===== src/rtl/multiplier_sequencer.sv =====
// Sequencer and X:A:B register stage for the 8-bit signed add-shift multiplier.
// Optional macro MULT_SKIP_ZERO_EN: skip the ADD state when the current multiplier bit is 0.
module multiplier_sequencer (
  input  logic       Clk,
  input  logic       Reset,
  input  logic       Run,
  input  logic       ClearA_LoadB,
  input  logic [7:0] S,
  input  logic [7:0] add_Sum,
  input  logic       add_X,
  output logic [7:0] add_A,
  output logic [7:0] add_B,
  output logic       add_sub,
  output logic [7:0] Aval,
  output logic [7:0] Bval,
  output logic       Xval,
  output logic       Done
);

  localparam logic [2:0] ST_IDLE  = 3'd0;
  localparam logic [2:0] ST_CLR   = 3'd1;
  localparam logic [2:0] ST_ADD   = 3'd2;
  localparam logic [2:0] ST_SHIFT = 3'd3;
  localparam logic [2:0] ST_DONE  = 3'd4;

  logic [2:0] r_state;
  logic [2:0] r_iter;
  logic [7:0] r_a;
  logic [7:0] r_b;
  logic       r_x;
  logic [7:0] r_mcand;

  always_ff @(posedge Clk) begin
    if (Reset) begin
      r_state <= ST_IDLE;
      r_iter  <= 3'd0;
      r_a     <= 8'd0;
      r_b     <= 8'd0;
      r_x     <= 1'b0;
      r_mcand <= 8'd0;
    end else begin
      case (r_state)
        ST_IDLE: begin
          // Loading B takes priority; a start waits for the following cycle.
          if (ClearA_LoadB) begin
            r_a <= 8'd0;
            r_x <= 1'b0;
            r_b <= S;
          end else if (Run) begin
            r_state <= ST_CLR;
          end
        end
        ST_CLR: begin
          r_a     <= 8'd0;
          r_x     <= 1'b0;
          r_mcand <= S;
          r_iter  <= 3'd0;
`ifdef MULT_SKIP_ZERO_EN
          r_state <= r_b[0] ? ST_ADD : ST_SHIFT;
`else
          r_state <= ST_ADD;
`endif
        end
        ST_ADD: begin
          if (r_b[0]) begin
            r_a <= add_Sum;
            r_x <= add_X;
          end
          r_state <= ST_SHIFT;
        end
        ST_SHIFT: begin
          // Arithmetic right shift of X:A:B; X is the sign and keeps its value.
          r_a <= {r_x, r_a[7:1]};
          r_b <= {r_a[0], r_b[7:1]};
          if (r_iter == 3'd7) begin
            r_state <= ST_DONE;
          end else begin
            r_iter <= r_iter + 3'd1;
`ifdef MULT_SKIP_ZERO_EN
            r_state <= r_b[1] ? ST_ADD : ST_SHIFT;
`else
            r_state <= ST_ADD;
`endif
          end
        end
        ST_DONE: begin
          if (!Run) r_state <= ST_IDLE;
        end
        default: r_state <= ST_IDLE;
      endcase
    end
  end

  // The sign bit carries negative weight, so its partial product is subtracted.
  assign add_sub = (r_state == ST_ADD) && (r_iter == 3'd7);
  assign add_A   = r_a;
  assign add_B   = r_mcand;
  assign Aval    = r_a;
  assign Bval    = r_b;
  assign Xval    = r_x;
  assign Done    = (r_state == ST_DONE);

endmodule


===== config.mk =====
export PLATFORM = sky130hd
export DESIGN_NAME = multiplier_sequencer
export DESIGN_NICKNAME = d
export VERILOG_FILES = /design/src/rtl/multiplier_sequencer.sv
export SDC_FILE = /design/constraint.sdc
export NUM_CORES = 1
export LEC_CHECK = 0
export BUFFER_PORTS_ARGS = -buffer_cell sky130_fd_sc_hd__buf_2
export CAP_MARGIN = 10
export CORE_UTILIZATION = 51
export DETAILED_ROUTE_END_ITERATION = 7
export PLACE_DENSITY = 0.85
export SKIP_LAST_GASP = 1
export SYNTH_ARGS = -nofsm -noshare
export SYNTH_HDL_FRONTEND = slang
export SYNTH_SLANG_ARGS = --single-unit

===== constraint.sdc =====
create_clock -name Clk -period 2.6 [get_ports Clk]
set_clock_uncertainty 0.15 [all_clocks]
set_input_delay 0.26 -clock Clk [delete_from_list [all_inputs] [get_ports Clk]]
set_output_delay 0.26 -clock Clk [all_outputs]
set_load 0.01 [all_outputs]

After elaboration in Yosys (flattened, before gate mapping)
Index checks and enable logic that the tools add are counted.
- output and inout port bits: 35
- input port bits: 21
- bits in registers: 31
- logic and storage cells: 44
- reduce and logical (&&, ||, !) cells: 11
- equal/unequal tests: 11
- add/sub/neg operators: 1
- mux-type cells: 15
- operators with widths (kind ; count):
    8-bit one-hot mux with 4 select lines ; 1
    8-bit two-way mux ; 3
    8-bit one-hot mux with 2 select lines ; 1
    3-bit two-way mux ; 5
    3-bit one-hot mux with 5 select lines ; 1
    2-bit inequality test (second input constant) ; 6
    3-bit AND reduction ; 3
    3-bit by 2-bit == test with 1-bit output (second input constant) ; 2
    3-bit == test (second input constant) ; 2
    3-bit one-hot mux with 2 select lines ; 1
    2-bit AND reduction ; 2
    2-bit nonzero test ; 2
    4-bit nonzero test ; 1
    3-bit by 1-bit adder with 3-bit output (second input constant) ; 1
    3-bit by 1-bit == test with 1-bit output (second input constant) ; 1
    3-bit logical NOT ; 1
    1-bit one-hot mux with 3 select lines ; 1
    3-bit nonzero test ; 1
    1-bit two-way mux ; 2
    1-bit logical AND ; 1

Depth between registers and ports, before layout
Gate-level depths: netlist of run 1.
- word-level depth: 3
- gate-level depth with buffers: 6
- depth with buffers taken out: 5

Worst setup path after synthesis of run 1
No wires, ideal clock.
- path type: reg2out
- from: reg r_iter[0]
- to: out add_sub
- slack: 1000 ps
- cell stages (with the launch flop): 6
- required time: 2190 ps
- arrival: 1190 ps
- path buffers: 1
- path through: dfxtp_1 -> ha_1 -> ha_1 -> clkbuf_1 -> nand2_1 -> nor3_1
- longest elaborated chain between the ends: 2
- RTL lines (element ; line ; source):
    from (decl) ; 27 ; logic [2:0] r_iter;
    from (signal assigned) ; 78 ; r_iter <= r_iter + 3'd1;
    3-bit == test ; 95 ; assign add_sub = (r_state == ST_ADD) && (r_iter == 3'd7);
    1-bit logical AND ; 95 ;
    to (decl) ; 13 ; output logic add_sub,
Every way passes these cells.

Worst setup path in the final report of run 1
Same ends and word-level chain as after synthesis.

==> report_table.html, run 1 <==
<table>
<tr><th>Metric</th><th>Value</th></tr>
<tr><th colspan="2">Status</th></tr>
<tr><td>Run status</td><td>finished clean</td></tr>
<tr><th colspan="2">Pwr</th></tr>
<tr><td>Portion of total power attributed to sequential cells</td><td>54.4%</td></tr>
<tr><td>Clock network fraction of total power</td><td>29.3%</td></tr>
<tr><td>Share of total power in combinational logic</td><td>16.3%</td></tr>
<tr><td>Power per standard cell area</td><td>552 nW/um2</td></tr>
<tr><td>Peak ir drop on the vdd network</td><td>between 0.0003 and 0.0004 V</td></tr>
<tr><td>Switching power as a share of total power</td><td>a little over a quarter</td></tr>
<tr><td>Leak pwr</td><td>0.786 nW</td></tr>
<tr><td>Internal power of the cells</td><td>just under 0.7 mW</td></tr>
<tr><td>Net load switching power</td><td>0.258 mW</td></tr>
<tr><th colspan="2">Timing</th></tr>
<tr><td>Period utilization</td><td>~75%</td></tr>
<tr><td>Highest clock frequency the design can meet</td><td>about 500 MHz</td></tr>
<tr><td># setup viols final</td><td>0</td></tr>
<tr><td>Final count of pins violating max slew</td><td>0</td></tr>
<tr><td>Rel. slew slack</td><td>a little over half</td></tr>
<tr><td>Number of failing hold endpoints at the final stage</td><td>0</td></tr>
<tr><td>Setup tns final</td><td>0 ns</td></tr>
<tr><td>Crit path time final</td><td>approximately 2 ns</td></tr>
<tr><td>Worst Max-Slew Pin Slew</td><td>0.679 ns</td></tr>
<tr><td>Setup repair after global routing missed its margin</td><td>no</td></tr>
<tr><th colspan="2">Setup path</th></tr>
<tr><td>Class of the most critical setup path</td><td>register to primary output</td></tr>
<tr><td>Largest stage delay on the critical path</td><td>0.38 ns</td></tr>
<tr><td>CP endpoint</td><td>add_sub</td></tr>
<tr><td>Cell at the slowest stage of the critical path</td><td>sky130_fd_sc_hd__dfxtp_1</td></tr>
<tr><td>Chain of cells forming the critical path</td><td>ha_1 -&gt; ha_1 -&gt; nand2_1 -&gt; nor3_1 -&gt; buf_2</td></tr>
<tr><td>Max Fanout on Critical Path</td><td>9</td></tr>
<tr><td>Number of cells on the worst reg-to-reg path</td><td>3</td></tr>
<tr><td>First element of the critical path</td><td>r_iter[0]$_SDFFE_PP0P_</td></tr>
<tr><td>Worst setup slack for register-to-register paths</td><td>about 0.86 ns</td></tr>
<tr><td>Critical path's top delay family</td><td>adder cells</td></tr>
<tr><td>Startpoint of the worst-slack reg-to-reg timing path</td><td>r_state[2]$_SDFFE_PP0P_</td></tr>
<tr><td>Startpoint class of the critical path</td><td>register</td></tr>
<tr><td>Arrival time reported for the critical path endpoint</td><td>roughly 1.6 ns</td></tr>
<tr><td>Crit. path cell count</td><td>5</td></tr>
<tr><td>Data required time at the worst endpoint</td><td>roughly 2.2 ns</td></tr>
<tr><td>Reg2reg end</td><td>Aval[2]$_SDFFE_PP0P_</td></tr>
<tr><td>Capturing element type of the critical path</td><td>primary output</td></tr>
<tr><td>Total buffers and inverters traversed by the critical path</td><td>1</td></tr>
<tr><td>Cell repeated most along the worst path</td><td>sky130_fd_sc_hd__ha_1</td></tr>
<tr><th colspan="2">Floorplanning</th></tr>
<tr><td>Vert. Die Dim</td><td>~55 um</td></tr>
<tr><td>Core ar.</td><td>around 2600 um2</td></tr>
<tr><td>Initial Utilization</td><td>56.2%</td></tr>
<tr><td>Die area</td><td>around 3000 um2</td></tr>
<tr><td>Width of the die</td><td>~55 um</td></tr>
<tr><td>Placement Rows</td><td>18</td></tr>
<tr><td>Top-Level Pins</td><td>56</td></tr>
<tr><th colspan="2">Logic synthesis</th></tr>
<tr><td>Fraction of the yosys area taken by sequential cells</td><td>43.0%</td></tr>
<tr><td>Post-synthesis share of cell area spent on full adders, half adders and majority gates</td><td>1.73%</td></tr>
<tr><td>Area fraction of the dominant cell type after synthesis</td><td>between 40 and 50%</td></tr>
<tr><td>Combinational family with the most area after synthesis</td><td>compound AO/OA/AOI/OAI gates</td></tr>
<tr><td>Fraction of the mapped netlist area in simple logic gates</td><td>about 11%</td></tr>
<tr><td>Post-Syn Area</td><td>approximately 1400 um2</td></tr>
<tr><td>Largest cells by area after synthesis</td><td>sky130_fd_sc_hd__dfxtp_1 (43%), sky130_fd_sc_hd__mux2i_1 (12%), sky130_fd_sc_hd__o32ai_1 (6.1%), sky130_fd_sc_hd__a221oi_1 (4.9%), sky130_fd_sc_hd__o2bb2ai_1 (4.9%)</td></tr>
<tr><td>Largest area contributor in the netlist</td><td>sky130_fd_sc_hd__dfxtp_1</td></tr>
<tr><td>Net count after synthesis</td><td>approximately 170</td></tr>
<tr><td>Mux cell area share after synthesis</td><td>between 10% and 20%</td></tr>
<tr><td>Xor/xnor share of the synthesized area</td><td>0%</td></tr>
<tr><td>Synthesis warning total</td><td>0</td></tr>
<tr><td>Number of distinct library cells after synthesis</td><td>32</td></tr>
<tr><td>Synthesized area per cell</td><td>between 9 and 10 um2</td></tr>
<tr><td>Number of cells produced by synthesis</td><td>148</td></tr>
<tr><td>Fraction of the mapped netlist area in compound gates</td><td>~22%</td></tr>
<tr><td>Seq cells post-synth</td><td>31</td></tr>
<tr><th colspan="2">Drt</th></tr>
<tr><td>Avg WL per Cell</td><td>between 10 and 15 um</td></tr>
<tr><td>Drt drc</td><td>0</td></tr>
<tr><td>Detailed Route WL</td><td>roughly 3.1 mm</td></tr>
<tr><td>Vias/cell</td><td>between 5 and 6</td></tr>
<tr><td>Final ANT Viol Nets</td><td>0</td></tr>
<tr><td>Via total after detailed routing</td><td>1309</td></tr>
<tr><td>Iteration-0 DRC Markers</td><td>31</td></tr>
<tr><td>Initial DRT Pass Iterations</td><td>4</td></tr>
<tr><th colspan="2">Layout</th></tr>
<tr><td>Area added between synthesis and finish</td><td>19.9%</td></tr>
<tr><td>Design Area, Final</td><td>around 1700 um2</td></tr>
<tr><td>Final core utilization</td><td>67.3%</td></tr>
<tr><td>Final #Nets</td><td>between 200 and 250</td></tr>
<tr><td>Diode insertion count for antenna repair</td><td>0</td></tr>
<tr><td>Layout cells sized above 1</td><td>approximately 34%</td></tr>
<tr><td>Final-layout fill cell count</td><td>about 210</td></tr>
<tr><th colspan="2">Global routing</th></tr>
<tr><td>Initial antenna violation count</td><td>0</td></tr>
<tr><td>Global-route usage over all layers</td><td>a little under a quarter</td></tr>
<tr><td>Global-route wire length before repair</td><td>between 4 and 5 mm</td></tr>
<tr><td>Via count of the first global-routing pass</td><td>roughly 1100</td></tr>
<tr><td>Pin count of the biggest net entering global routing</td><td>27</td></tr>
<tr><td>Overall overflow remaining after global route</td><td>0</td></tr>
<tr><th colspan="2">Clock network</th></tr>
<tr><td>Clock tree root driver cell</td><td>sky130_fd_sc_hd__clkbuf_4</td></tr>
<tr><td>Worst-skew pair later-pin latency</td><td>0.32 ns</td></tr>
<tr><td>H-Tree Level Count</td><td>2</td></tr>
<tr><td>Register clock-pin slew on the reported worst setup and hold paths</td><td>0.09 ns</td></tr>
<tr><td>Hold-fix buffers, CTS</td><td>0</td></tr>
<tr><td>Maximum clock insertion buffer count</td><td>2</td></tr>
<tr><td>TritonCTS buffer count</td><td>5</td></tr>
<tr><td>Number of post-CTS setup repair buffers</td><td>0</td></tr>
<tr><td>TritonCTS clock tree</td><td>done</td></tr>
<tr><td>Post-cts sizing count</td><td>0</td></tr>
<tr><td>Number of sinks handled by clock tree synthesis</td><td>31</td></tr>
<tr><th colspan="2">Flow run</th></tr>
<tr><td>MaxCap Viol Count</td><td>0</td></tr>
<tr><th colspan="2">Place</th></tr>
<tr><td>Last weighted congestion value of the routability-driven placer</td><td>between 0.7 and 0.8</td></tr>
<tr><td>Post-Place Cell Area</td><td>between 1500 and 2000 um2</td></tr>
<tr><td>Total of buffers placed on input and output ports</td><td>55</td></tr>
<tr><td>Dpl hpwl</td><td>2.22 mm</td></tr>
<tr><th colspan="2">Worst hold path</th></tr>
<tr><td>Worst min-delay path class</td><td>input pin to register</td></tr>
</table>
## placed cells by master, fill, tap and decap left out
cell                        instances
sky130_fd_sc_hd__buf_2             55
sky130_fd_sc_hd__dfxtp_1           31
sky130_fd_sc_hd__mux2i_1           17
sky130_fd_sc_hd__inv_1             12
sky130_fd_sc_hd__nor2_1            11
sky130_fd_sc_hd__o32ai_1           10
sky130_fd_sc_hd__a221oi_1           8
sky130_fd_sc_hd__o2bb2ai_1          8
sky130_fd_sc_hd__clkbuf_4           5
sky130_fd_sc_hd__nor2b_1            4
sky130_fd_sc_hd__nor3_1             3
sky130_fd_sc_hd__a21oi_1            3
sky130_fd_sc_hd__buf_4              3
sky130_fd_sc_hd__nor3b_1            2
sky130_fd_sc_hd__nand2_1            2
sky130_fd_sc_hd__a22oi_1            2
sky130_fd_sc_hd__ha_1               2
sky130_fd_sc_hd__or3b_1             1
sky130_fd_sc_hd__a21o_1             1
sky130_fd_sc_hd__o22ai_1            1
sky130_fd_sc_hd__clkinv_1           1
sky130_fd_sc_hd__or2b_1             1
sky130_fd_sc_hd__a211o_1            1
sky130_fd_sc_hd__o22ai_2            1
sky130_fd_sc_hd__o211ai_1           1
sky130_fd_sc_hd__and4b_1            1
sky130_fd_sc_hd__nand2b_1           1
sky130_fd_sc_hd__nor4bb_1           1
sky130_fd_sc_hd__nor4b_1            1
sky130_fd_sc_hd__nor4_1             1
sky130_fd_sc_hd__o21ai_0            1
sky130_fd_sc_hd__a31oi_1            1
sky130_fd_sc_hd__clkbuf_8           1
sky130_fd_sc_hd__clkinv_2           1
## registers in the layout (all words and copies together), names as in the netlist
signal	cells
Aval	8
Bval	8
Xval	1
add_B	8
r_iter	3
r_state	3
## kinds of logic (layout without fill, tap and decap cells)
kind of cell,count (synthesis),after routing
AO/OA/AOI/OAI,38,38
adder cells (fa/ha/maj),2,2
buffers and inverters,31,78
flip-flops,31,31
multiplexers,17,17
AND/OR/NAND/NOR,29,29
## cells in the mapped netlist, drive strengths merged
cell and instances:
nor4b 1, mux2i 17, nor4bb 1, or2b 1, clkinv 1, nor2b 4
and4b 1, o2bb2ai 8, dfxtp 31, o211ai 1, o22ai 2, nand2b 1
or3b 1, nor4 1, buf 14, nor3 3, a22oi 2, nor2 11
nand2 2, a21oi 3, o21ai 1, clkbuf 4, a211o 1, a221oi 8
inv 12, a21o 1, ha 2, nor3b 2, a31oi 1, o32ai 10
## worst min-delay path, stage by stage
cell and delay (ns):
sky130_fd_sc_hd__buf_2 0.09, sky130_fd_sc_hd__a21oi_1 0.05, sky130_fd_sc_hd__nor2_1 0.07
## metal layers
metal | share of wire, % | global-route usage (%) | routed length (um) | vias up
met3 | 7.1 | 6.28 | 220 | 5
met5 | 0 | 0 | 0 | -
met4 | 1.4 | 11.3 | 42 | 0
li1 | - | - | - | 636
met1 | 43 | 27.4 | 1320 | 614
met2 | 49 | 36.3 | 1510 | 54
## metrics by stage
stage	instances	power (mW)	hold WS, ns	worst slack (ns)
finish	225	0.954	0.0353	0.643
global route	225	1.00	0.0355	0.511
CTS	225	0.964	0.0202	0.614
detailed placement	218	0.685	0.335	0.877
global placement	218	0.678	0.317	0.940
floorplan	148	0.628	0.247	1.00
## power groups by stage
stage / clock [mW] / combinational (mW) / sequential, mW
after global placement: 0 / 0.150 / 0.528
after detailed placement: 0 / 0.155 / 0.530
after CTS: 0.289 / 0.156 / 0.519
after global routing: 0.307 / 0.173 / 0.522
final: 0.280 / 0.155 / 0.519
after floorplan: 0 / 0.0925 / 0.536
## area by class of cell
cell class	instances	area [um2]	share of cell area (%)
clock buffer	6	51.3	2.97
inverter	13	48.8	2.82
clock inverter	1	5.00	0.289
sequential	31	621	35.9
tap	30	37.5	2.17
multi-input combinational	86	668	38.6
timing repair buffer	58	298	17.2
## worst min path at each step
stage,start,to,slack [ns],cells after the start
after floorplan,Run,r_state[2]$_SDFFE_PP0P_,0.25,2
after global placement,add_B[6]$_SDFFE_PP0P_,add_B[6]$_SDFFE_PP0P_,0.32,2
after detailed placement,Bval[1]$_SDFFE_PP0P_,Bval[1]$_SDFFE_PP0P_,0.34,2
after CTS,Run,r_state[2]$_SDFFE_PP0P_,0.02,3
after global routing,add_Sum[5],Aval[5]$_SDFFE_PP0P_,0.04,3
final,Run,r_state[2]$_SDFFE_PP0P_,0.04,3
(Power assumes the default switching activity.)
==> run 2, diff against run 1 <==
Settings changed: ABC_AREA from default to 1, CORE_UTILIZATION 51 to 49, PLACE_DENSITY 0.85 to 0.81.
Clock period 2.6 ns to 1.9 ns, I/O delays scaled along.
==> report_table.html, run 2 <==
<table>
<tr><th>Metric</th><th>Value</th></tr>
<tr><th colspan="2">Status</th></tr>
<tr><td>Run status</td><td>finished clean</td></tr>
<tr><th colspan="2">Layout</th></tr>
<tr><td>Layout cells sized above 1</td><td>about 28%</td></tr>
<tr><td>Top library cells by usage in the layout, fill and taps aside</td><td>sky130_fd_sc_hd__buf_2 (55), sky130_fd_sc_hd__nand2_1 (52), sky130_fd_sc_hd__nor2_1 (40), sky130_fd_sc_hd__dfxtp_1 (30), sky130_fd_sc_hd__nand3_1 (28)</td></tr>
<tr><td>Final-layout fill cell count</td><td>between 200 and 300</td></tr>
<tr><td>Area of combinational cells with multiple inputs</td><td>between 700 and 800 um2</td></tr>
<tr><td>Sequential cell area</td><td>between 600 and 700 um2</td></tr>
<tr><td>Most common library cell in the layout ignoring fill and taps</td><td>sky130_fd_sc_hd__buf_2</td></tr>
<tr><td>Final #Nets</td><td>320</td></tr>
<tr><td>Diode insertion count for antenna repair</td><td>0</td></tr>
<tr><td>Area added between synthesis and finish</td><td>27.5%</td></tr>
<tr><th colspan="2">Pwr</th></tr>
<tr><td>Share of total power in combinational logic</td><td>28.6%</td></tr>
<tr><td>Power per standard cell area</td><td>829 nW/um2</td></tr>
<tr><td>Portion of total power attributed to sequential cells</td><td>a little under half</td></tr>
<tr><td>Clock network fraction of total power</td><td>between 20% and 30%</td></tr>
<tr><td>Switching power as a share of total power</td><td>between 30% and 40%</td></tr>
<tr><td>Peak ir drop on the vdd network</td><td>about 0.00048 V</td></tr>
<tr><td>Total power</td><td>~1.7 mW</td></tr>
<tr><td>Internal power of the cells</td><td>1.13 mW</td></tr>
<tr><td>Net load switching power</td><td>approximately 0.54 mW</td></tr>
<tr><td>Leak pwr</td><td>1.01 nW</td></tr>
<tr><th colspan="2">Logic synthesis</th></tr>
<tr><td>Number of enable flip-flop cells after synthesis</td><td>0</td></tr>
<tr><td>Ys async rst share</td><td>0%</td></tr>
<tr><td>Net count after synthesis</td><td>261</td></tr>
<tr><td>Post-Syn Area</td><td>1580 um2</td></tr>
<tr><td>Leading cell type by number of instances after synthesis</td><td>sky130_fd_sc_hd__nand2_1</td></tr>
<tr><td>Largest area contributor in the netlist</td><td>sky130_fd_sc_hd__dfxtp_1</td></tr>
<tr><td>Mux cell area share after synthesis</td><td>0%</td></tr>
<tr><td>Leading cell types by count after synthesis</td><td>sky130_fd_sc_hd__nand2_1 (52), sky130_fd_sc_hd__nor2_1 (41), sky130_fd_sc_hd__dfxtp_1 (31)</td></tr>
<tr><td>Synthesized area per cell</td><td>6.62 um2</td></tr>
<tr><td>Number of distinct library cells after synthesis</td><td>21</td></tr>
<tr><td>Fraction of the mapped netlist area in simple logic gates</td><td>35.6%</td></tr>
<tr><td>Largest cells by area after synthesis</td><td>sky130_fd_sc_hd__dfxtp_1 (39%), sky130_fd_sc_hd__nand2_1 (12%), sky130_fd_sc_hd__nor2_1 (9.8%), sky130_fd_sc_hd__nand3_1 (8.9%), sky130_fd_sc_hd__o21ai_1 (5.1%)</td></tr>
<tr><td>Fraction of the yosys area taken by sequential cells</td><td>between 30% and 40%</td></tr>
<tr><td>Combinational family with the most area after synthesis</td><td>simple AND/OR/NAND/NOR gates</td></tr>
<tr><td>Xor/xnor share of the synthesized area</td><td>0%</td></tr>
<tr><td>Number of cells produced by synthesis</td><td>238</td></tr>
<tr><td>Prevailing post-synth register cell</td><td>sky130_fd_sc_hd__dfxtp_1</td></tr>
<tr><td>Post-synthesis share of cell area spent on full adders, half adders and majority gates</td><td>roughly 1.6%</td></tr>
<tr><td>Seq cells post-synth</td><td>31</td></tr>
<tr><td>Area fraction of the dominant cell type after synthesis</td><td>just under 40%</td></tr>
<tr><td>Synthesis warning total</td><td>0</td></tr>
<tr><td>Fraction of the mapped netlist area in compound gates</td><td>under 10%</td></tr>
<tr><th colspan="2">Clock network</th></tr>
<tr><td>TritonCTS buffer count</td><td>5</td></tr>
<tr><td>Worst-skew pair later-pin latency</td><td>roughly 0.33 ns</td></tr>
<tr><td>H-Tree Level Count</td><td>2</td></tr>
<tr><td>TritonCTS clock tree</td><td>done</td></tr>
<tr><td>Clock tree root driver cell</td><td>sky130_fd_sc_hd__clkbuf_4</td></tr>
<tr><td>Number of sinks handled by clock tree synthesis</td><td>31</td></tr>
<tr><td>Maximum clock insertion buffer count</td><td>2</td></tr>
<tr><td>Register clock-pin slew on the reported worst setup and hold paths</td><td>about 0.09 ns</td></tr>
<tr><th colspan="2">Floorplanning</th></tr>
<tr><td>Width of the die</td><td>58.7 um</td></tr>
<tr><td>Initial Utilization</td><td>roughly half</td></tr>
<tr><td>Placement Rows</td><td>20</td></tr>
<tr><td>Core ar.</td><td>roughly 3100 um2</td></tr>
<tr><td>Die area</td><td>3450 um2</td></tr>
<tr><td>Vert. Die Dim</td><td>58.7 um</td></tr>
<tr><td>Top-Level Pins</td><td>56</td></tr>
<tr><th colspan="2">Setup path</th></tr>
<tr><td>Cell at the slowest stage of the critical path</td><td>sky130_fd_sc_hd__dfxtp_2</td></tr>
<tr><td>Largest stage delay on the critical path</td><td>~0.37 ns</td></tr>
<tr><td>Chain of cells forming the critical path</td><td>inv_2 -&gt; nor2_4 -&gt; buf_6 -&gt; nand2_1 -&gt; nor2_1 -&gt; buf_2</td></tr>
<tr><td>Total buffers and inverters traversed by the critical path</td><td>3</td></tr>
<tr><td>Critical path's top delay family</td><td>buffers and inverters</td></tr>
<tr><td>Startpoint class of the critical path</td><td>register</td></tr>
<tr><td>Class of the most critical setup path</td><td>register to primary output</td></tr>
<tr><td>Capturing element type of the critical path</td><td>primary output</td></tr>
<tr><td>Data required time at the worst endpoint</td><td>1.56 ns</td></tr>
<tr><td>Max Fanout on Critical Path</td><td>12</td></tr>
<tr><td>Arrival time reported for the critical path endpoint</td><td>between 1 and 1.5 ns</td></tr>
<tr><th colspan="2">Global routing</th></tr>
<tr><td>Overall overflow remaining after global route</td><td>0</td></tr>
<tr><td>Global-route usage over all layers</td><td>between 20% and 30%</td></tr>
<tr><td>Global-route wire length before repair</td><td>roughly 5.6 mm</td></tr>
<tr><td>Initial antenna violation count</td><td>0</td></tr>
<tr><td>Pin count of the biggest net entering global routing</td><td>18</td></tr>
<tr><td>Via count of the first global-routing pass</td><td>~1300</td></tr>
<tr><th colspan="2">Worst hold path</th></tr>
<tr><td>Worst min-delay path class</td><td>input pin to register</td></tr>
<tr><th colspan="2">Drt</th></tr>
<tr><td>Initial DRT Pass Iterations</td><td>4</td></tr>
<tr><td>Via total after detailed routing</td><td>1598</td></tr>
<tr><td>Avg WL per Cell</td><td>10.1 um</td></tr>
<tr><td>Drt drc</td><td>0</td></tr>
<tr><td>Iteration-0 DRC Markers</td><td>between 50 and 60</td></tr>
<tr><td>Final ANT Viol Nets</td><td>0</td></tr>
<tr><td>Vias/cell</td><td>4.67</td></tr>
<tr><td>Detailed Route WL</td><td>between 3 and 4 mm</td></tr>
<tr><th colspan="2">Timing</th></tr>
<tr><td># setup viols final</td><td>0</td></tr>
<tr><td>Crit path time final</td><td>about 1.8 ns</td></tr>
<tr><td>Rel. slew slack</td><td>about four fifths</td></tr>
<tr><td>Highest clock frequency the design can meet</td><td>569 MHz</td></tr>
<tr><td>Setup tns final</td><td>0 ns</td></tr>
<tr><td>Number of failing hold endpoints at the final stage</td><td>0</td></tr>
<tr><td>Final count of pins violating max slew</td><td>0</td></tr>
<tr><td>Setup repair after global routing missed its margin</td><td>no</td></tr>
<tr><td>Worst Max-Slew Pin Slew</td><td>between 0.2 and 0.3 ns</td></tr>
<tr><td>Period utilization</td><td>between 90% and 100%</td></tr>
<tr><th colspan="2">Place</th></tr>
<tr><td>Last weighted congestion value of the routability-driven placer</td><td>0.832</td></tr>
<tr><td>Dpl hpwl</td><td>between 2 and 2.5 mm</td></tr>
<tr><td>Total of buffers placed on input and output ports</td><td>55</td></tr>
<tr><th colspan="2">Flow run</th></tr>
<tr><td>MaxCap Viol Count</td><td>0</td></tr>
</table>
[run 2: area by class of cell]
type | count | share of cell area, %
clock buffer | 8 | 3.42
inverter | 26 | 4.86
multi-input combinational | 163 | 37.4
sequential | 31 | 30.9
tap | 44 | 2.74
timing repair buffer | 70 | 20.6
[run 2: final timing paths]
kind                           start                endpoint  slack (ns)  cells after the start
min                            Reset  r_iter[0]$_SDFFE_PP0P_        0.02                      4
max          r_state[1]$_SDFFE_PP0P_                 add_sub        0.14                      6
min reg2reg    add_B[2]$_SDFFE_PP0P_   add_B[2]$_SDFFE_PP0P_        0.32                      2
max reg2reg  r_state[0]$_SDFFE_PP0P_    Aval[2]$_SDFFE_PP0P_        0.36                      7
[run 2: metrics by stage]
stage / cells / util, % / worst slack, ns / cell area, um2 / hold WS (ns)
6_report: 342 / 65.8 / 0.143 / 2010 / 0.0196
5_1_grt: 342 / 65.8 / 0.0125 / 2010 / 0.0473
4_1_cts: 342 / 65.4 / 0.0589 / 2000 / 0.0113
3_5_place_dp: 325 / 60.1 / 0.371 / 1840 / 0.301
3_3_place_gp: 325 / 60.1 / 0.380 / 1840 / 0.301
2_1_floorplan: 238 / - / 0.539 / 1580 / 0.109
[run 2: cell families (layout without fill, tap and decap cells)]
logic type      after synthesis  in the layout
buf+inv                      44            104
flops                        31             31
simple gates                130            130
fa+ha+maj                     2              2
compound gates               31             31
[run 2: routing by layer]
metal | GRT usage [%] | part of all wire, % | up-vias | routed length [um]
li1 | - | - | 859 | -
met1 | 27.2 | 47 | 675 | 1630
met2 | 35.4 | 44 | 54 | 1520
met3 | 4.62 | 6.3 | 10 | 219
met4 | 11.2 | 2.7 | 0 | 92
met5 | 0 | 0 | - | 0
[run 2: power groups by stage]
stage	sequential (mW)	clock, mW	combinational, mW
6_report	0.757	0.433	0.477
5_1_grt	0.766	0.467	0.546
2_1_floorplan	0.800	0	0.313
3_5_place_dp	0.772	0	0.458
4_1_cts	0.758	0.442	0.474
3_3_place_gp	0.770	0	0.454
[run 2: repair_timing]
item                       CTS  global route
gates resized for setup      1             4
hold buffers                 9             0
hold endpoints to repair     9             0
buffers inserted             0             0
setup endpoints to repair    1             1
[run 2: worst min-delay path: stages]
cell	delay, ns
sky130_fd_sc_hd__buf_2	0.09
sky130_fd_sc_hd__clkinv_1	0.06
sky130_fd_sc_hd__o21ai_1	0.07
sky130_fd_sc_hd__nor2_1	0.04
